## config.mk

```make
export PLATFORM = sky130hd
export DESIGN_NAME = sigmoid_pipe
export DESIGN_NICKNAME = d
export VERILOG_FILES = /design/src/rtl/sigmoid_pkg.sv /design/src/rtl/fp32_to_fix.sv /design/src/rtl/sigmoid_pipe.sv
export SDC_FILE = /design/constraint.sdc
export NUM_CORES = 1
export LEC_CHECK = 0
export CORE_MARGIN = 5
export CORE_UTILIZATION = 50
export CTS_CLUSTER_SIZE = 28
export DETAILED_ROUTE_END_ITERATION = 10
export GPL_ROUTABILITY_DRIVEN = 0
export GPL_TIMING_DRIVEN = 1
export MAX_ROUTING_LAYER = met4
export PLACE_DENSITY = 0.66
export SLEW_MARGIN = 10
export SYNTH_ARGS = -nofsm -noshare
export SYNTH_HDL_FRONTEND = slang
export SYNTH_SLANG_ARGS = --single-unit
```

## constraint.sdc

```tcl
create_clock -name clk -period 6.35 [get_ports clk]
set_input_delay 1.27 -clock clk [delete_from_list [all_inputs] [get_ports clk]]
set_output_delay 1.27 -clock clk [all_outputs]
set_load 0.02 [all_outputs]
```

## src/rtl/sigmoid_pkg.sv

```systemverilog
// Shared constants for the piecewise-linear sigmoid/tanh pipeline.
// Breakpoints and intercepts are kept in small fixed formats and widened at use.
// Latency and handshake rules live in sigmoid_pipe; this file holds no logic.
package sigmoid_pkg;

    // Pipeline depth from input transfer to out_valid
    localparam int LAT = 3;

    // Internal magnitude format is Q4.(OUT_W+GUARD_W)
    localparam int INT_W   = 4;
    localparam int GUARD_W = 6;

    // Segment breakpoints 5.0, 2.375 and 1.0 as Q4.3
    localparam int         BP_Q4_FRAC = 3;
    localparam logic [6:0] BP_SAT_Q4  = 7'd40;
    localparam logic [6:0] BP_MID_Q4  = 7'd19;
    localparam logic [6:0] BP_LOW_Q4  = 7'd8;

    // Segment intercepts 0.84375, 0.625 and 0.5 as Q1.5
    localparam int         ICPT_FRAC  = 5;
    localparam logic [5:0] ICPT_HI_Q  = 6'd27;
    localparam logic [5:0] ICPT_MID_Q = 6'd20;
    localparam logic [5:0] ICPT_LO_Q  = 6'd16;

    // Segment slopes 1/32, 1/8 and 1/4 as right shifts
    localparam int SH_HI  = 5;
    localparam int SH_MID = 3;
    localparam int SH_LO  = 2;

    typedef enum logic {
        MODE_SIG  = 1'b0,
        MODE_TANH = 1'b1
    } mode_e;

    // Internal fraction width for a given output fraction width
    function automatic int frac_w(input int out_w);
        return out_w + GUARD_W;
    endfunction

endpackage

```

## src/rtl/fp32_to_fix.sv

```systemverilog
// IEEE-754 single to sign + saturated |x| in Q4.F, plus NaN flag (SIGMOID_TANH_EN adds x2 for tanh).
// Latency: purely combinational; the caller registers the result.
// Backpressure: none, no state.
module fp32_to_fix
    import sigmoid_pkg::*;
#(
    parameter int F = 22
) (
    input  logic [31:0]  x_i,
    input  logic         dbl_i,
    output logic         sign_o,
    output logic [F+3:0] mag_o,
    output logic         nan_o
);

    localparam int XW = INT_W + F;
    localparam int TW = 24 + F;
    localparam logic [XW-1:0] MAG_SAT = XW'(8) << F;

    logic [7:0]    exp_raw;
    logic [22:0]   mant;
    logic [8:0]    exp_eff;
    logic [8:0]    rsh;
    logic [TW-1:0] sig_ext;

    assign exp_raw = x_i[30:23];
    assign mant    = x_i[22:0];

    // Unpack: zero/denormal -> 0, Inf or |x| >= 8 -> 8, otherwise truncating shift
    always_comb begin
        exp_eff = {1'b0, exp_raw};
`ifdef SIGMOID_TANH_EN
        if (dbl_i && (exp_raw != 8'h00) && (exp_raw != 8'hFF)) begin
            exp_eff = exp_eff + 9'd1;
        end
`endif
        // {1.mant} * 2^F, so value * 2^F = sig_ext >> (150 - exp)
        sig_ext = {1'b1, mant, {F{1'b0}}};
        rsh     = 9'd150 - exp_eff;
        nan_o   = (exp_raw == 8'hFF) && (mant != 23'd0);
        mag_o   = '0;
        if (exp_raw == 8'hFF) begin
            mag_o = nan_o ? '0 : MAG_SAT;
        end else if (exp_raw == 8'h00) begin
            mag_o = '0;
        end else if (exp_eff >= 9'd130) begin
            mag_o = MAG_SAT;
        end else begin
            mag_o = XW'(sig_ext >> rsh);
        end
        // A zero magnitude carries no sign, so -0 behaves exactly like +0
        sign_o = x_i[31] && (mag_o != '0);
    end

`ifndef SIGMOID_TANH_EN
    // The doubling request has no effect in a sigmoid-only build
    logic unused_dbl;
    assign unused_dbl = dbl_i;
`endif

endmodule

```

## src/rtl/sigmoid_pipe.sv

```systemverilog
// Piecewise-linear sigmoid (tanh when SIGMOID_TANH_EN is defined) from fp32 to Q1.OUT_W.
// Latency: 3 cycles input transfer to out_valid; 1 result/cycle when unstalled.
// Backpressure: each stage advances when empty or when the next advances; in_ready follows out_ready combinationally.
module sigmoid_pipe
    import sigmoid_pkg::*;
#(
    parameter int OUT_W = 16
) (
    input  logic           clk,
    input  logic           rst,
    input  logic           in_valid,
    output logic           in_ready,
    input  logic [31:0]    in_x,
    input  logic           in_mode,
    output logic           out_valid,
    input  logic           out_ready,
    output logic [OUT_W:0] out_y,
    output logic           out_nan
);

    localparam int F    = frac_w(OUT_W);
    localparam int XW   = INT_W + F;
    localparam int RW   = XW + 2;
    localparam int DROP = F - OUT_W;

    localparam logic [XW-1:0] ONE      = XW'(1) << F;
    localparam logic [XW-1:0] BP_SAT   = XW'(BP_SAT_Q4) << (F - BP_Q4_FRAC);
    localparam logic [XW-1:0] BP_MID   = XW'(BP_MID_Q4) << (F - BP_Q4_FRAC);
    localparam logic [XW-1:0] BP_LOW   = XW'(BP_LOW_Q4) << (F - BP_Q4_FRAC);
    localparam logic [XW-1:0] ICPT_HI  = XW'(ICPT_HI_Q)  << (F - ICPT_FRAC);
    localparam logic [XW-1:0] ICPT_MID = XW'(ICPT_MID_Q) << (F - ICPT_FRAC);
    localparam logic [XW-1:0] ICPT_LO  = XW'(ICPT_LO_Q)  << (F - ICPT_FRAC);

    localparam logic signed [RW-1:0] RND   = RW'(1) << (DROP - 1);
    localparam logic signed [RW-1:0] Y_MAX = RW'((1 << OUT_W) - 1);
    localparam logic [OUT_W:0]       Y_NAN_SIG = (OUT_W+1)'(1) << (OUT_W - 1);

    // Stage occupancy and advance enables
    logic s1_vld_q, s2_vld_q, out_valid_q;
    logic adv1, adv2, adv3;

    assign adv3      = !out_valid_q || out_ready;
    assign adv2      = !s2_vld_q || adv3;
    assign adv1      = !s1_vld_q || adv2;
    assign in_ready  = adv1 || rst;
    assign out_valid = out_valid_q;

    // S1 unpack
    logic          sign_d, nan_d;
    logic [XW-1:0] mag_d;
    mode_e         mode_d;

`ifdef SIGMOID_TANH_EN
    assign mode_d = mode_e'(in_mode);
`else
    // Every transaction is sigmoid; in_mode has no effect
    assign mode_d = MODE_SIG;
    logic unused_mode;
    assign unused_mode = in_mode;
`endif

    fp32_to_fix #(.F(F)) u_unpack (
        .x_i    (in_x),
        .dbl_i  (mode_d == MODE_TANH),
        .sign_o (sign_d),
        .mag_o  (mag_d),
        .nan_o  (nan_d)
    );

    logic          s1_sign_q, s1_nan_q;
    logic [XW-1:0] s1_mag_q;
    logic          s2_sign_q, s2_nan_q;
    logic [XW-1:0] s2_sp_q;
`ifdef SIGMOID_TANH_EN
    mode_e         s1_mode_q, s2_mode_q;
`endif

    // S2 segment select: sigma(|x|) with shift-only slopes
    logic [XW-1:0] sp_d;
    always_comb begin
        if (s1_mag_q >= BP_SAT) begin
            sp_d = ONE;
        end else if (s1_mag_q >= BP_MID) begin
            sp_d = (s1_mag_q >> SH_HI) + ICPT_HI;
        end else if (s1_mag_q >= BP_LOW) begin
            sp_d = (s1_mag_q >> SH_MID) + ICPT_MID;
        end else begin
            sp_d = (s1_mag_q >> SH_LO) + ICPT_LO;
        end
    end

    // S3 symmetry, optional 2*sigma-1, round half-up, clamp, NaN override
    logic [XW-1:0]        sigma;
    logic signed [RW-1:0] t_full, r_full;
    logic [OUT_W:0]       y_d;
    always_comb begin
        sigma  = s2_sign_q ? (ONE - s2_sp_q) : s2_sp_q;
        t_full = RW'(sigma);
`ifdef SIGMOID_TANH_EN
        if (s2_mode_q == MODE_TANH) begin
            t_full = (RW'(sigma) <<< 1) - RW'(ONE);
        end
`endif
        r_full = (t_full + RND) >>> DROP;
        if (r_full > Y_MAX) begin
            r_full = Y_MAX;
        end else if (r_full < -Y_MAX) begin
            r_full = -Y_MAX;
        end
        y_d = (OUT_W+1)'(r_full);
        if (s2_nan_q) begin
`ifdef SIGMOID_TANH_EN
            y_d = (s2_mode_q == MODE_TANH) ? '0 : Y_NAN_SIG;
`else
            y_d = Y_NAN_SIG;
`endif
        end
    end

    // S1 register: capture the unpacked operand whenever the stage can move
    always_ff @(posedge clk) begin
        if (rst) begin
            s1_vld_q <= 1'b0;
        end else if (adv1) begin
            s1_vld_q  <= in_valid;
            s1_sign_q <= sign_d;
            s1_mag_q  <= mag_d;
            s1_nan_q  <= nan_d;
`ifdef SIGMOID_TANH_EN
            s1_mode_q <= mode_d;
`endif
        end
    end

    // S2 register: segment result travels with sign, NaN flag and mode
    always_ff @(posedge clk) begin
        if (rst) begin
            s2_vld_q <= 1'b0;
        end else if (adv2) begin
            s2_vld_q  <= s1_vld_q;
            s2_sign_q <= s1_sign_q;
            s2_sp_q   <= sp_d;
            s2_nan_q  <= s1_nan_q;
`ifdef SIGMOID_TANH_EN
            s2_mode_q <= s1_mode_q;
`endif
        end
    end

    // S3 output register: holds steady while the consumer stalls
    always_ff @(posedge clk) begin
        if (rst) begin
            out_valid_q <= 1'b0;
            out_y       <= '0;
            out_nan     <= 1'b0;
        end else if (adv3) begin
            out_valid_q <= s2_vld_q;
            if (s2_vld_q) begin
                out_y   <= y_d;
                out_nan <= s2_nan_q;
            end
        end
    end

endmodule

```

==> results of run 1 <==
==> through the flow <==
step	cell area, um2	std cells	setup slack (ps)
floorplan	6674	770	1285
global placement	7317	964	802.8
detailed placement	7317	964	748.8
CTS	7661	980	1095
global route	7662	980	901.8
finish	7662	980	1051
==> area by class of cell <==
type | instances | area share (%)
Inverter | 17 | 0.8328
Multi-Input combinational cell | 622 | 55.72
Sequential cell | 76 | 27.04
Clock inverter | 2 | 0.1960
Tap cell | 176 | 2.874
Clock buffer | 14 | 4.295
Timing Repair Buffer | 73 | 9.046
==> Yosys cell counts (all sizes together) (10+ instances only) <==
cell type	instances
clkbuf	24
nand3	23
edfxtp	55
inv	17
o21ai	25
nor4	19
nand2	76
a31oi	17
mux2	28
nor2	86
dfxtp	21
ha	13
nand4	10
xnor2	28
buf	31
mux2i	57
nor3	21
a211oi	21
xor2	12
a21oi	46
a22o	10
==> where the power goes <==
group	total [uW]	switching, uW	internal (uW)
Combinational	489	286	203
Sequential	602	32.2	570
Clock	549	189	361
==> worst max-delay path, cell delays in order <==
cell and delay [ps]:
clkdlybuf4s50_1 530, inv_1 60, ha_1 700, buf_12 260, mux2_2 350, a22oi_1 340, o21ai_0 140, o21a_1 220
a21oi_1 170, nor2_1 70, or4_1 410, or4_1 440, o41a_1 410
==> layout by cell type (no fill, tap or decap), types with 9 or more instances in the layout <==
| cell | count |
|---|---|
| o21ai_0 | 25 |
| dfxtp_1 | 21 |
| nor3_1 | 21 |
| a31oi_1 | 17 |
| buf_4 | 17 |
| a21oi_1 | 45 |
| mux2i_1 | 57 |
| xnor2_1 | 26 |
| nand4_1 | 9 |
| ha_1 | 13 |
| xor2_1 | 11 |
| nand3_1 | 22 |
| nor4_1 | 17 |
| mux2_2 | 24 |
| edfxtp_1 | 55 |
| clkdlybuf4s50_1 | 54 |
| nor2_1 | 85 |
| a22o_1 | 10 |
| clkbuf_16 | 13 |
| nand2_1 | 76 |
| inv_1 | 16 |
| o22ai_1 | 9 |
| a211oi_1 | 21 |
==> routing by layer <==
layer | vias to the layer above | wire [um]
met5 | - | 0
met4 | 0 | 840
met3 | 71 | 803
met2 | 231 | 8732
met1 | 2788 | 6935
li1 | 2957 | -
==> worst max path at each step <==
stage,from,to,slack (ps),cells past startpoint
6_report,in_x[24],s1_sign_q,1050,13
5_1_grt,in_x[24],s1_sign_q,900,13
4_1_cts,in_x[24],s1_sign_q,1100,13
3_5_place_dp,in_x[24],s1_sign_q,750,13
3_3_place_gp,in_x[24],s1_sign_q,800,13
2_1_floorplan,in_x[23],s1_sign_q,1290,16
==> logic make-up (layout without fill, tap and decap cells) <==
| kind of cell | after synthesis | count (layout) | share of synthesized area, % |
|---|---|---|---|
| adders and majority gates | 13 | 13 | 2.437 |
| other | 1 | 1 | 0.05619 |
| and+or+nand+nor | 290 | 290 | 21.62 |
| DFF | 76 | 76 | 31.05 |
| xor gates and xnor gates | 40 | 40 | 5.587 |
| buffers and inverters | 72 | 106 | 5.099 |
| muxes | 90 | 90 | 15.02 |
| AOI/OAI and AO/OA | 188 | 188 | 19.14 |
==> metrics.txt, run 1 <==
register area share after synthesis 31.05%; max-cap viol count 0; Longest Clk Path Bufs 2; Pleak 0.002841 uW; # diodes 0; clock slew at reported path FFs 50 ps; antenna violations before repair 0; nets 849; DR iter-0 viols 426; hold_sp s1_sign_q; Async SR Flop Fraction 0%; post-cts resize count 0; DRC 0; global-route wire length before repair 28280 um; fin. max-slew vios 0; routed len/inst 17.66 um; Req. time, crit path 6430 ps; die width 125.5 um; syn nets 820; Ports 57; top flop regs s1_mag_q (26), s2_sp_q (25), out_y (17); Max VDD drop 0.1238 mV; met2 Track Usage GR 38.36%; vias in the first global route 5771; CTS tree built; Layout fillers 1162; worst hold path type register to register; Num CTS Buffers 9; wirelength, routed 17310 um; Vias/cell 6.170; area grow syn2layout 14.81%; worst hold endpoint s2_sign_q; worst r2r path cells 14; post-CTS setup buffers 0; Min Clock Period, post-route 5299 ps; clk sinks 76; grt ovf 0; nature of the critical path endpoint register; Post-Synthesis Cells 770; H-tree depth 3; area occupied by multi-input gates 0.004269 mm2; fin crit share 83.45%; final antenna-violating net count 0; cts hold-fix bufs 0; Avg Cell Area, Syn 8.667 um2; Post-Syn Area 0.006674 mm2; Reg2Reg Capture Point out_y[11]; root buffer cell clkbuf_16; DR pass1 iterations 6; CORE AREA 0.01319 mm2; Fin Clk Skew 7.067 ps; final hold viol count 0; ranking of synthesized cells by area edfxtp_1 25%, mux2i_1 8.5%, dfxtp_1 6.3%; outcome completed; largest reg by FF count s1_mag_q; post-DP HPWL 13490 um; Worst Tran Pin Value 1206 ps; worst r2r src s2_sp_q[3]; Synth Flop Type edfxtp_1; synth warn 0; Post-synth EDFFs 55; M1 GR Usage 24.39%; CP Class input pin to register; largest net degree at the start of global routing 45; row count 42; PD cells 214.1 mW/mm2; Yosys reg bits 76; worst skew pair latency 330 ps; CP Launch Type input pin; area leader, netlist edfxtp_1; Slew headroom 19.59%; Min-Delay Path Depth 0; detailed-route via count 6047; Netlist cell types 78; total chip power 1641 uW; GRT Overall Usage 22.14%; WP data arrival 5380 ps; Synth top area share 24.75%; share of layout cells above drive strength 1 10.07%; gr busiest metal met2; die height 125.5 um; Final setup viols 0; maximum clock rate 0.1887 GHz; CP Max Fanout 23; max reg flops 26; RSZ-0062 raised after global routing no; Global Route met3 Usage 3.198%; register area 0.002072 mm2; Core Util, Final 58.09%; FF-to-FF setup slack 2370 ps; Die ar. 0.01576 mm2; WHS 417.3 ps; total negative slack 0 ps; Initial Utilization 50.60%; PortBufs 55
(Power assumes the default switching activity.)
==> inputs of run 2 (changes only) <==
==> constraint.sdc (replaced) <==
create_clock -name clk -period 4.95 [get_ports clk]
set_input_delay 0.99 -clock clk [delete_from_list [all_inputs] [get_ports clk]]
set_output_delay 0.99 -clock clk [all_outputs]
set_load 0.02 [all_outputs]
==> run 2 against run 1 <==
Routed wire length grew 1.6%. Register-to-register slack lost 1500 ps. Worst hold slack gained 7.8 ps. Critical path type unchanged. Largest cell class unchanged.
==> metrics.txt, run 2 (same netlist as run 1, synthesis figures left out) <==
GRT Overall Usage 22.63% (was 22.14%); Pleak 0.002925 uW (was 0.002841 uW); largest reg by FF count s1_mag_q (unchanged); routed len/inst 17.58 um (was 17.66 um); PortBufs 55 (unchanged); final hold viol count 0 (unchanged); CTS tree built (unchanged); max reg flops 26 (unchanged); Comb power frac 31.9% (was 29.8%); H-tree depth 3 (unchanged); post-CTS setup buffers 0 (unchanged); most common cell after layout, fill and taps aside nor2_1 (unchanged); wirelength, routed 17580 um (was 17310 um); final antenna-violating net count 0 (unchanged); fin. max-slew vios 0 (unchanged); placed inst area 0.007517 mm2 (was 0.007317 mm2); Fin Clk Skew 7.670 ps (was 7.067 ps); sequential share of power 38.2% (was 36.7%); worst skew pair latency 330 ps (about the same); Max VDD drop 0.1633 mV (was 0.1238 mV); outcome completed (unchanged); grt ovf 0 (unchanged); post-cts resize count 0 (unchanged); total negative slack 0 ps (unchanged); PD cells 260.3 mW/mm2 (was 214.1 mW/mm2); Sw Ratio 32.00% (was 30.90%); fin crit share 92.40%; largest net degree at the start of global routing 43 (was 45); Initial Utilization 50.60% (unchanged); nets 869 (was 849); Int Pwr 1380 uW (was 1134 uW); Vias/cell 6.187 (was 6.170); DR iter-0 viols 554 (was 426); Worst Setup SP in_x[24] (unchanged); Layout fillers 1186 (was 1162); # diodes 0 (unchanged); CP Class input pin to register (unchanged); WP data arrival 4650 ps (was 5380 ps); CORE AREA 0.01319 mm2 (unchanged); Final setup viols 0 (unchanged); Worst Tran Pin Value 1027 ps (was 1206 ps); DR pass1 iterations 6 (unchanged); Ports 57 (unchanged); detailed-route via count 6187 (was 6047); global-route wire length before repair 28830 um (was 28280 um); cts hold-fix bufs 0 (unchanged); most frequent cells in the layout 85 x nor2_1, 76 x nand2_1, 57 x mux2i_1 (unchanged); Longest Clk Path Bufs 2 (unchanged); clk sinks 76 (unchanged); Req. time, crit path 5020 ps (was 6430 ps); Die ar. 0.01576 mm2 (unchanged); root buffer cell clkbuf_16 (unchanged); Min Clock Period, post-route 4574 ps; Core Util, Final 59.13% (was 58.09%); clock slew at reported path FFs 50 ps (about the same); dpl cells 984 (was 964); CP Launch Type input pin (unchanged); vias in the first global route 5835 (was 5771); die width 125.5 um (unchanged); Slew headroom 31.28% (was 19.59%); row count 42 (unchanged); die height 125.5 um (unchanged); area grow syn2layout 16.85% (was 14.81%); WHS 425.1 ps (was 417.3 ps); CP Max Fanout 22 (was 23); maximum clock rate 0.2186 GHz; antenna violations before repair 0 (unchanged); Num CTS Buffers 9 (unchanged); worst r2r src s2_sp_q[3] (unchanged); post-DP HPWL 13560 um (was 13490 um); Final Cell Area 0.007799 mm2 (was 0.007662 mm2); Final Non-Filler Cells 1000 (was 980); clock group share of total power 29.9% (was 33.5%); top flop regs s1_mag_q (26), s2_sp_q (25), out_y (17) (unchanged); DRC 0 (unchanged); worst hold path type register to register (unchanged); share of layout cells above drive strength 1 12.01% (was 10.07%); nature of the critical path endpoint register (unchanged); max-cap viol count 0 (unchanged); Psw 649.5 uW (was 507.0 uW); hold_sp s1_sign_q (unchanged); RSZ-0062 raised after global routing no (unchanged)
[run 2: critical path, stage by stage]
cell             delay (ps)
clkdlybuf4s50_1         480
inv_1                    50
ha_1                    320
buf_12                  170
mux2_1                  360
mux2_2                  280
mux2i_1                 210
mux2i_1                 180
a21oi_1                 150
a31oi_1                  70
or4_1                   560
or4_1                   410
o41a_1                  410
[run 2: layout make-up]
cell class                      count  area [um2]  share of cell area [%]
Multi-Input combinational cell    622        4268                   54.72
Sequential cell                    76        2072                   26.57
Timing Repair Buffer               93       893.4                   11.46
Clock buffer                       12       257.7                   3.305
Tap cell                          176       220.2                   2.824
Inverter                           17       63.81                  0.8182
Clock inverter                      4       23.77                  0.3048
[run 2: through the flow]
stage               worst slack, ps  total power, uW
floorplan                     165.3             1224
global placement              93.03             1411
detailed placement            60.21             1421
CTS                           384.2             2034
global route                  205.3             2136
finish                        376.2             2030
[run 2: path summary, 6_finish.rpt]
path                     to  slack (ps)  depth (start not counted)
setup / recovery  s1_sign_q         380                         13
hold / removal    s2_sign_q         430                          0
setup reg to reg  out_y[11]         880                         14
hold reg to reg   s2_sign_q         430                          0
[run 2: power groups by stage]
stage | clock [uW] | sequential (uW) | combinational (uW)
4_1_cts | 620 | 774 | 639
5_1_grt | 655 | 780 | 701
6_report | 606 | 775 | 648
2_1_floorplan | 0 | 776 | 448
3_5_place_dp | 0 | 787 | 634
3_3_place_gp | 0 | 785 | 626
[run 2: layer usage]
layer  share of wire, %  up-vias  routed length [um]  GRT usage, %
met5                  0        -                   0             -
met4                3.7        0                 649         10.71
met3                4.1       59                 719         2.516
met2                 50      247                8869         39.02
met1                 42     2886                7344         26.32
li1                   -     2995                   -             -
